### config.mk
export PLATFORM = sky130hd
export DESIGN_NAME = wbarbiter_n
export DESIGN_NICKNAME = d
export VERILOG_FILES = /design/src/rtl/wbarbiter_n.sv
export SDC_FILE = /design/constraint.sdc
export NUM_CORES = 1
export LEC_CHECK = 0
export ABC_AREA = 1
export CORE_AREA = 2 2 112 114
export DETAILED_ROUTE_END_ITERATION = 8
export DIE_AREA = 0 0 114 116
export PLACE_DENSITY = 0.71
export SKIP_CTS_REPAIR_TIMING = 1
export SKIP_LAST_GASP = 1
export SYNTH_ARGS = -nofsm -noshare
export SYNTH_HDL_FRONTEND = slang
export SYNTH_SLANG_ARGS = --single-unit
### constraint.sdc
create_clock -name i_clk -period 3.7 [get_ports i_clk]
set_input_delay 0.74 -clock i_clk [delete_from_list [all_inputs] [get_ports i_clk]]
set_output_delay 0.74 -clock i_clk [all_outputs]
set_load 0.02 [all_outputs]
### src/rtl/wbarbiter_n.sv
// wbarbiter_n: NM-master to one-slave pipelined Wishbone arbiter.
// Fixed-priority or round-robin grant taken from IDLE, owner index output,
// and a watchdog that aborts a cycle the slave never acknowledges.
module wbarbiter_n #(
    parameter int NM      = 4,
    parameter int AW      = 19,
    parameter int DW      = 32,
    parameter int OPT_RR  = 1,
    parameter int TIMEOUT = 1024,
    localparam int LGNM   = $clog2(NM)
) (
    input  logic                i_clk,
    input  logic                i_rst,
    input  logic [NM-1:0]       i_cyc,
    input  logic [NM-1:0]       i_stb,
    input  logic [NM-1:0]       i_we,
    input  logic [NM*AW-1:0]    i_adr,
    input  logic [NM*DW-1:0]    i_dat,
    output logic [NM-1:0]       o_ack,
    output logic [NM-1:0]       o_stall,
    output logic [NM-1:0]       o_err,
    output logic                o_cyc,
    output logic                o_stb,
    output logic                o_we,
    output logic [AW-1:0]       o_adr,
    output logic [DW-1:0]       o_dat,
    input  logic                i_ack,
    input  logic                i_stall,
    input  logic                i_err,
    output logic [LGNM-1:0]     o_owner
);

    // Watchdog counter is sized for TIMEOUT and saturates one below it.
    localparam int WDW = (TIMEOUT > 0) ? $clog2(TIMEOUT + 1) : 1;
    localparam logic [WDW-1:0] WD_MAX = (TIMEOUT > 0) ? WDW'(TIMEOUT - 1) : '0;

    typedef enum logic [1:0] {
        S_IDLE,
        S_BUSY,
        S_ABORT
    } state_t;

    state_t          state_q, state_d;
    logic [LGNM-1:0] owner_q, owner_d;
    logic [LGNM-1:0] last_owner_q, last_owner_d;
    logic [WDW-1:0]  wd_q, wd_d;
    logic [LGNM-1:0] winner;
    logic            owner_cyc;
    logic            timeout;

    assign owner_cyc = i_cyc[owner_q];
    assign o_owner   = owner_q;

    // Watchdog fires on the last allowed quiet BUSY clock; a simultaneous owner drop wins.
    assign timeout = (TIMEOUT != 0) && (state_q == S_BUSY) && owner_cyc
                     && (wd_q == WD_MAX) && !i_ack && !i_err;

    // Pick the winner: lowest index, or first requester after the last owner.
    always_comb begin
        int              base;
        logic            found;
        logic [LGNM-1:0] cand;
        // NOTE: every variable gets a value before any branch, so no latch can be inferred.
        base   = (OPT_RR != 0) ? int'(last_owner_q) + 1 : 0;
        found  = 1'b0;
        winner = '0;
        cand   = '0;
        for (int k = 0; k < NM; k++) begin
            cand = LGNM'((base + k) % NM);
            if (!found && i_cyc[cand]) begin
                winner = cand;
                found  = 1'b1;
            end
        end
    end

    // Next-state logic for the grant FSM and the watchdog counter.
    always_comb begin
        state_d      = state_q;
        owner_d      = owner_q;
        last_owner_d = last_owner_q;
        wd_d         = wd_q;
        case (state_q)
            S_IDLE: begin
                if (|i_cyc) begin
                    state_d      = S_BUSY;
                    owner_d      = winner;
                    last_owner_d = winner;
                    wd_d         = '0;
                end
            end
            S_BUSY: begin
                if (!owner_cyc) begin
                    state_d = S_IDLE;
                end else if (timeout) begin
                    state_d = S_ABORT;
                end else if (i_ack || i_err) begin
                    wd_d = '0;
                end else if (wd_q != WD_MAX) begin
                    wd_d = wd_q + 1'b1;
                end
            end
            S_ABORT: begin
                if (!owner_cyc) begin
                    state_d = S_IDLE;
                end
            end
            default: state_d = S_IDLE;
        endcase
    end

    // State registers with synchronous reset.
    always_ff @(posedge i_clk) begin
        // NOTE: non-blocking assignments for every flop so all registers update from the same pre-edge values.
        if (i_rst) begin
            state_q      <= S_IDLE;
            owner_q      <= '0;
            last_owner_q <= LGNM'(NM - 1);
            wd_q         <= '0;
        end else begin
            state_q      <= state_d;
            owner_q      <= owner_d;
            last_owner_q <= last_owner_d;
            wd_q         <= wd_d;
        end
    end

    // Bus routing: owner sees the slave while BUSY, everyone else is stalled.
    always_comb begin
        o_cyc   = 1'b0;
        o_stb   = 1'b0;
        o_ack   = '0;
        o_err   = '0;
        o_stall = '1;
        o_we    = i_we[owner_q];
        o_adr   = i_adr[int'(owner_q) * AW +: AW];
        o_dat   = i_dat[int'(owner_q) * DW +: DW];
        if (state_q == S_BUSY) begin
            o_cyc            = owner_cyc;
            o_stb            = owner_cyc & i_stb[owner_q];
            o_ack[owner_q]   = i_ack;
            o_err[owner_q]   = i_err | timeout;
            o_stall[owner_q] = i_stall;
        end
    end

endmodule
==> results.yml, run 1 <==
placed_design:
  post-place-ws_ps: 210
  port_buffers: 288
  gp_congestion: 0.945
  place_area_mm2: 0.00554
  dp_hpwl_mm: 13.5
power_and_ir_drop:
  swShare: 0.536
  p_sw_mw: 2.11
  p_seq_frac: 0.072
  p_leak_nw: 2.16
  pwr-share-clk: 0.056
  p_int_mw: 1.82
  p_total_mw: 3.93
  p_per_area_mw_per_mm2: 700
  ir_drop_uv: 386
  pwr-share-comb: 0.871
routing:
  firstDrtPassIters: 5
  routed_wl_mm: 15.9
  vias_per_cell: 4.99
  num_vias: 4327
  post_drt_wl_per_cell_um: 18.4
  dr.first_iter.drc_count: 311
  postRouteAntennaNets: 0
  route.detailed.drc: 0
worst_hold_path:
  holdPathEnd: "wd_q[10]"
  min_path_cells: 2
  hp-class: "reg -> reg"
  worstHoldStart: "wd_q[10]"
clock_network:
  clk_latency_ps: 250
  path_clk_slew_ps: 50
  cts_tree: "built"
  cts_inserted_buffers: 3
  root_buffer: "clkbuf_16"
  clock-sinks: 17
  max-clock-path-buffers: 2
  htree_num_levels: 1
global_route:
  grt_pass1_wl_mm: 22.7
  grt_overflow: 0
  grt_start_max_net_pins: 52
  first_global_vias: 4241
  track_usage: 0.221
  antenna_found_initial: 0
setup_path:
  r2r-start: "o_owner[1]"
  worst_setup_path_end_kind: "output port"
  crit_type: "in -> out"
  r2r_end: "wd_q[1]"
  r2r_slack_ps: 1480
  startpoint_type: "primary input"
  cp.required_ps: 2960
  arrival_ps: 2750
  r2r_cells: 10
  path_max_fanout: 5
sta:
  fin_setup_tns_ps: 0
  period_minus_slack_ps: 3490
  worst_pin_slew_ps: 602
  slew_headroom: 0.597
  layout_setup_ws_ps: 209
  drv_slew: 0
  hold_violations: 0
  grt_setup_unrepaired: "false"
  fin_crit_sh: 0.944
  skew_ps: 1.36
  fmax_mhz: 286
  finalSetupViolations: 0
synth:
  yosys_warnings: 0
  synth_area_mm2: 0.00249
  syn_avg_cell_area_um2: 5.53
  ys_seq_elements: 17
  netlist-cell-type-count: 31
  synthCells: 451
  syn-num-nets: 673
  yosysSeqAreaShare: 0.137
die:
  ios: 289
  start_util: 0.209
  dieArea_mm2: 0.0132
  core.rowCount: 40
  coreArea_mm2: 0.0119
  die_x_um: 114
  die_h_um: 116
final_layout:
  layout-drive-gt1-share: 0.0402
  final_common_cell: "clkdlybuf4s50_1"
  mostFrequentLayoutCells: "288 x clkdlybuf4s50_1, 154 x nand2_1, 74 x a22oi_1"
  area_growth_syn_to_layout_pct: 126
  num-nets-final: 944
  finalInstanceArea_mm2: 0.00562
  diodes: 0
status:
  outcome: "finished clean"
flow_run:
  cap_violations: 0
[metal layers]
metal | global-route usage | up-vias | wire length, µm
li1 | - | 2113 | -
met1 | 0.243 | 2004 | 5690
met2 | 0.441 | 190 | 8850
met3 | 0.0272 | 20 | 1010
met4 | 0.0610 | 0 | 386
met5 | 0 | - | 0
[per-stage QoR]
step / util / instances / hold slack (ps)
floorplan: - / 451 / 428
global placement: 0.465 / 864 / 438
finish: 0.472 / 868 / 459
CTS: 0.472 / 868 / 463
detailed placement: 0.465 / 864 / 455
global route: 0.472 / 868 / 501
[flip-flops by register name (all words and copies together), names as in the netlist]
signal        count
wd_q             11
last_owner_q      2
o_owner           2
state_q           2
[synth_stat cells]
master    number  area share
nor4_1         3      0.0075
nor2_2         2      0.0050
nand4_2        1      0.0050
inv_1         23       0.035
xnor2_1        1      0.0035
buf_1          1      0.0015
o211ai_1       2      0.0060
nand3_1       51        0.10
buf_4          2      0.0060
a311oi_1       1      0.0035
a21oi_1       14       0.028
nand4_1       13       0.033
ha_1           1      0.0050
nand3_2        1      0.0040
nand2_1      154        0.23
nor2_4         2      0.0090
clkinv_1       1      0.0015
nor3_1         4      0.0080
xor2_1         1      0.0035
nor2_1        34       0.051
nand2_2        3      0.0075
or2_1          1      0.0025
o21ai_0        8       0.016
a22oi_1       74        0.22
o21a_1         1      0.0030
dfxtp_1       17        0.14
inv_2          8       0.012
buf_2          9       0.018
clkbuf_1      16       0.024
buf_6          1      0.0045
or3_1          1      0.0025
[power by group through the flow]
stage          combinational (mW)  sequential (mW)  clock [mW]
3_5_place_dp                 3.45            0.287           0
6_report                     3.43            0.285       0.222
2_1_floorplan                1.75            0.258           0
3_3_place_gp                 3.42            0.287           0
4_1_cts                      3.45            0.284       0.221
5_1_grt                      3.62            0.292       0.233
[cell type report]
| type | count | area, µm² |
|---|---|---|
| clock buffers | 4 | 78.8 |
| flip-flops and latches | 17 | 340 |
| multi-input cells | 373 | 1910 |
| fillers | 1198 | 6290 |
| repair buffers | 295 | 2990 |
| well taps | 147 | 184 |
| inverters | 32 | 120 |
[worst max-delay path: stages]
cell	delay, ps
clkdlybuf4s50_1	560
nand3_1	100
nand2_1	130
nor2_4	60
nor2_4	100
nand3_1	80
nand2_1	190
nand2_1	80
nor2_1	90
clkdlybuf4s50_1	610
[how the worst max path moves through the flow]
| stage | to | startpoint | slack [ps] |
|---|---|---|---|
| 2_1_floorplan | o_err[0] | i_cyc[3] | 1280 |
| 3_3_place_gp | o_err[0] | i_cyc[3] | 220 |
| 3_5_place_dp | o_err[3] | i_cyc[3] | 210 |
| 4_1_cts | o_err[3] | i_cyc[3] | 200 |
| 5_1_grt | o_err[2] | i_cyc[3] | 50 |
| 6_report | o_err[3] | i_cyc[3] | 210 |
[kinds of logic after synthesis]
| family | after synthesis | share of synthesized area |
|---|---|---|
| AOI/OAI and AO/OA | 100 | 0.280 |
| xor gates and xnor gates | 2 | 0.00703 |
| adders and majority gates | 1 | 0.00502 |
| buffers and inverters | 61 | 0.102 |
| DFF | 17 | 0.137 |
| and+or+nand+nor | 270 | 0.469 |
No activity file was read; power rests on OpenSTA's default activity.
==> inputs of run 2 (changes only) <==
Settings changed: REMOVE_ABC_BUFFERS from default to 1, SKIP_LAST_GASP 1 to default.
==> results.yml, run 2 (same netlist as run 1, synthesis figures left out) <==
setup_path:
  cpMaxStageDelayCell: "clkdlybuf4s50_1"
  crit_family: "buffers and inverters"
  r2r_cells: 10
  crit_path_start: "i_cyc[3]"
  arrival_ps: 2740
  r2r_end: "wd_q[1]"
  crit_buf_inv: 2
  cp.required_ps: 2960
  startpoint_type: "primary input"
  r2r-start: "o_owner[1]"
  r2r_slack_ps: 1410
  path_cells: "clkdlybuf4s50_1, nand3_1, nand2_1, nor2_4, nor2_4, nand3_1, nand2_1, nand2_1, nor2_1, clkdlybuf4s50_1"
  path_max_fanout: 5
  crit_type: "in -> out"
  cpPeakStageDelay_ps: 610
  cpMostUsedCell: "nand2_1"
  worst_setup_path_end_kind: "output port"
power_and_ir_drop:
  ir_drop_uv: 416
  p_leak_nw: 2.16
  pwr-share-clk: 0.057
  pwr-share-comb: 0.867
  p_per_area_mw_per_mm2: 673
  p_seq_frac: 0.076
  p_sw_mw: 1.96
  p_total_mw: 3.77
  swShare: 0.520
  p_int_mw: 1.81
clock_network:
  max-clock-path-buffers: 2
  path_clk_slew_ps: 50
  clk_latency_ps: 250
  cts_tree: "built"
  cts_inserted_buffers: 3
  root_buffer: "clkbuf_16"
  clock-sinks: 17
  htree_num_levels: 1
sta:
  worst_pin_slew_ps: 585
  drv_slew: 0
  period_minus_slack_ps: 3480
  fmax_mhz: 287
  whs_ps: 464
  grt_setup_unrepaired: "false"
  skew_ps: 1.75
  finalSetupViolations: 0
  hold_violations: 0
  fin_crit_sh: 0.940
  slew_headroom: 0.610
final_layout:
  diodes: 0
  multi_input_area_mm2: 0.00191
  register_area_um2: 340
  layout-drive-gt1-share: 0.0403
  num-nets-final: 943
  final_common_cell: "clkdlybuf4s50_1"
  largest_register_ffs: 11
  mostFrequentLayoutCells: "288 x clkdlybuf4s50_1, 154 x nand2_1, 74 x a22oi_1"
  finalInstanceArea_mm2: 0.00560
  stdcell_count: 867
  area_growth_syn_to_layout_pct: 125
  largest_register: "wd_q"
  nFillCells: 1225
global_route:
  track_usage: 0.207
  grt_start_max_net_pins: 52
  grt_overflow: 0
  antenna_found_initial: 0
  first_global_vias: 4167
  grt_pass1_wl_mm: 21.6
routing:
  post_drt_wl_per_cell_um: 17.5
  routed_wl_mm: 15.2
  firstDrtPassIters: 6
  postRouteAntennaNets: 0
  route.detailed.drc: 0
  dr.first_iter.drc_count: 382
  num_vias: 4357
  vias_per_cell: 5.03
placed_design:
  place_inst: 863
  place_area_mm2: 0.00552
  gp_congestion: 0.896
  port_buffers: 288
  dp_hpwl_mm: 12.5
die:
  dieArea_mm2: 0.0132
  core.rowCount: 40
  die_x_um: 114
  coreArea_mm2: 0.0119
  die_h_um: 116
  ios: 289
  start_util: 0.209
worst_hold_path:
  hp-class: "reg -> reg"
  worstHoldStart: "wd_q[10]"
  holdPathEnd: "wd_q[10]"
  min_path_cells: 2
status:
  outcome: "finished clean"
flow_run:
  cap_violations: 0
-- run 2: cell types whose count changed in the layout (fill, tap and decap cells not counted) --
cell / change
buf_12: -1
clkinv_2: +1
clkbuf_1: -1
-- run 2: worst max path at each step --
stage	to	slack, ps	depth (start not counted)
3_5_place_dp	o_err[1]	240	10
4_1_cts	o_err[1]	220	10
5_1_grt	o_err[1]	50	10
3_3_place_gp	o_err[0]	250	10
6_report	o_err[1]	220	10
2_1_floorplan	o_err[0]	-390	9
-- run 2: power groups by stage --
| stage | registers (mW) | logic [mW] | clock network (mW) |
|---|---|---|---|
| finish | 0.285 | 3.27 | 0.216 |
| global route | 0.293 | 3.53 | 0.228 |
| CTS | 0.284 | 3.29 | 0.220 |
| detailed placement | 0.287 | 3.27 | 0 |
| global placement | 0.282 | 3.24 | 0 |
| floorplan | 0.277 | 1.65 | 0 |
-- run 2: tightest hold or removal path, cell delays in order, from the launching register on --
cell and delay [ps]:
dfxtp_1 310, nand3_1 80, inv_1 40
-- run 2: per-stage QoR --
| stage | setup TNS (ps) | utilization | worst slack, ps |
|---|---|---|---|
| final | 0 | 0.470 | 221 |
| after global routing | 0 | 0.470 | 52.5 |
| after CTS | 0 | 0.470 | 220 |
| after detailed placement | 0 | 0.464 | 239 |
| after global placement | 0 | 0.464 | 253 |
| after floorplan | -1680 | - | -393 |
-- run 2: per-layer routing --
metal  GRT usage  share of wire
met1       0.239           0.37
met2       0.369           0.49
met3      0.0717           0.12
met4      0.0480          0.018
met5           0              0
-- run 2: area by class of cell --
type | instances | share of cell area
repair buffers | 294 | 0.529
multi-input cells | 373 | 0.341
flip-flops and latches | 17 | 0.0608
well taps | 147 | 0.0328
inverters | 32 | 0.0214
clock buffers | 3 | 0.0134
clock inverters | 1 | 0.000893
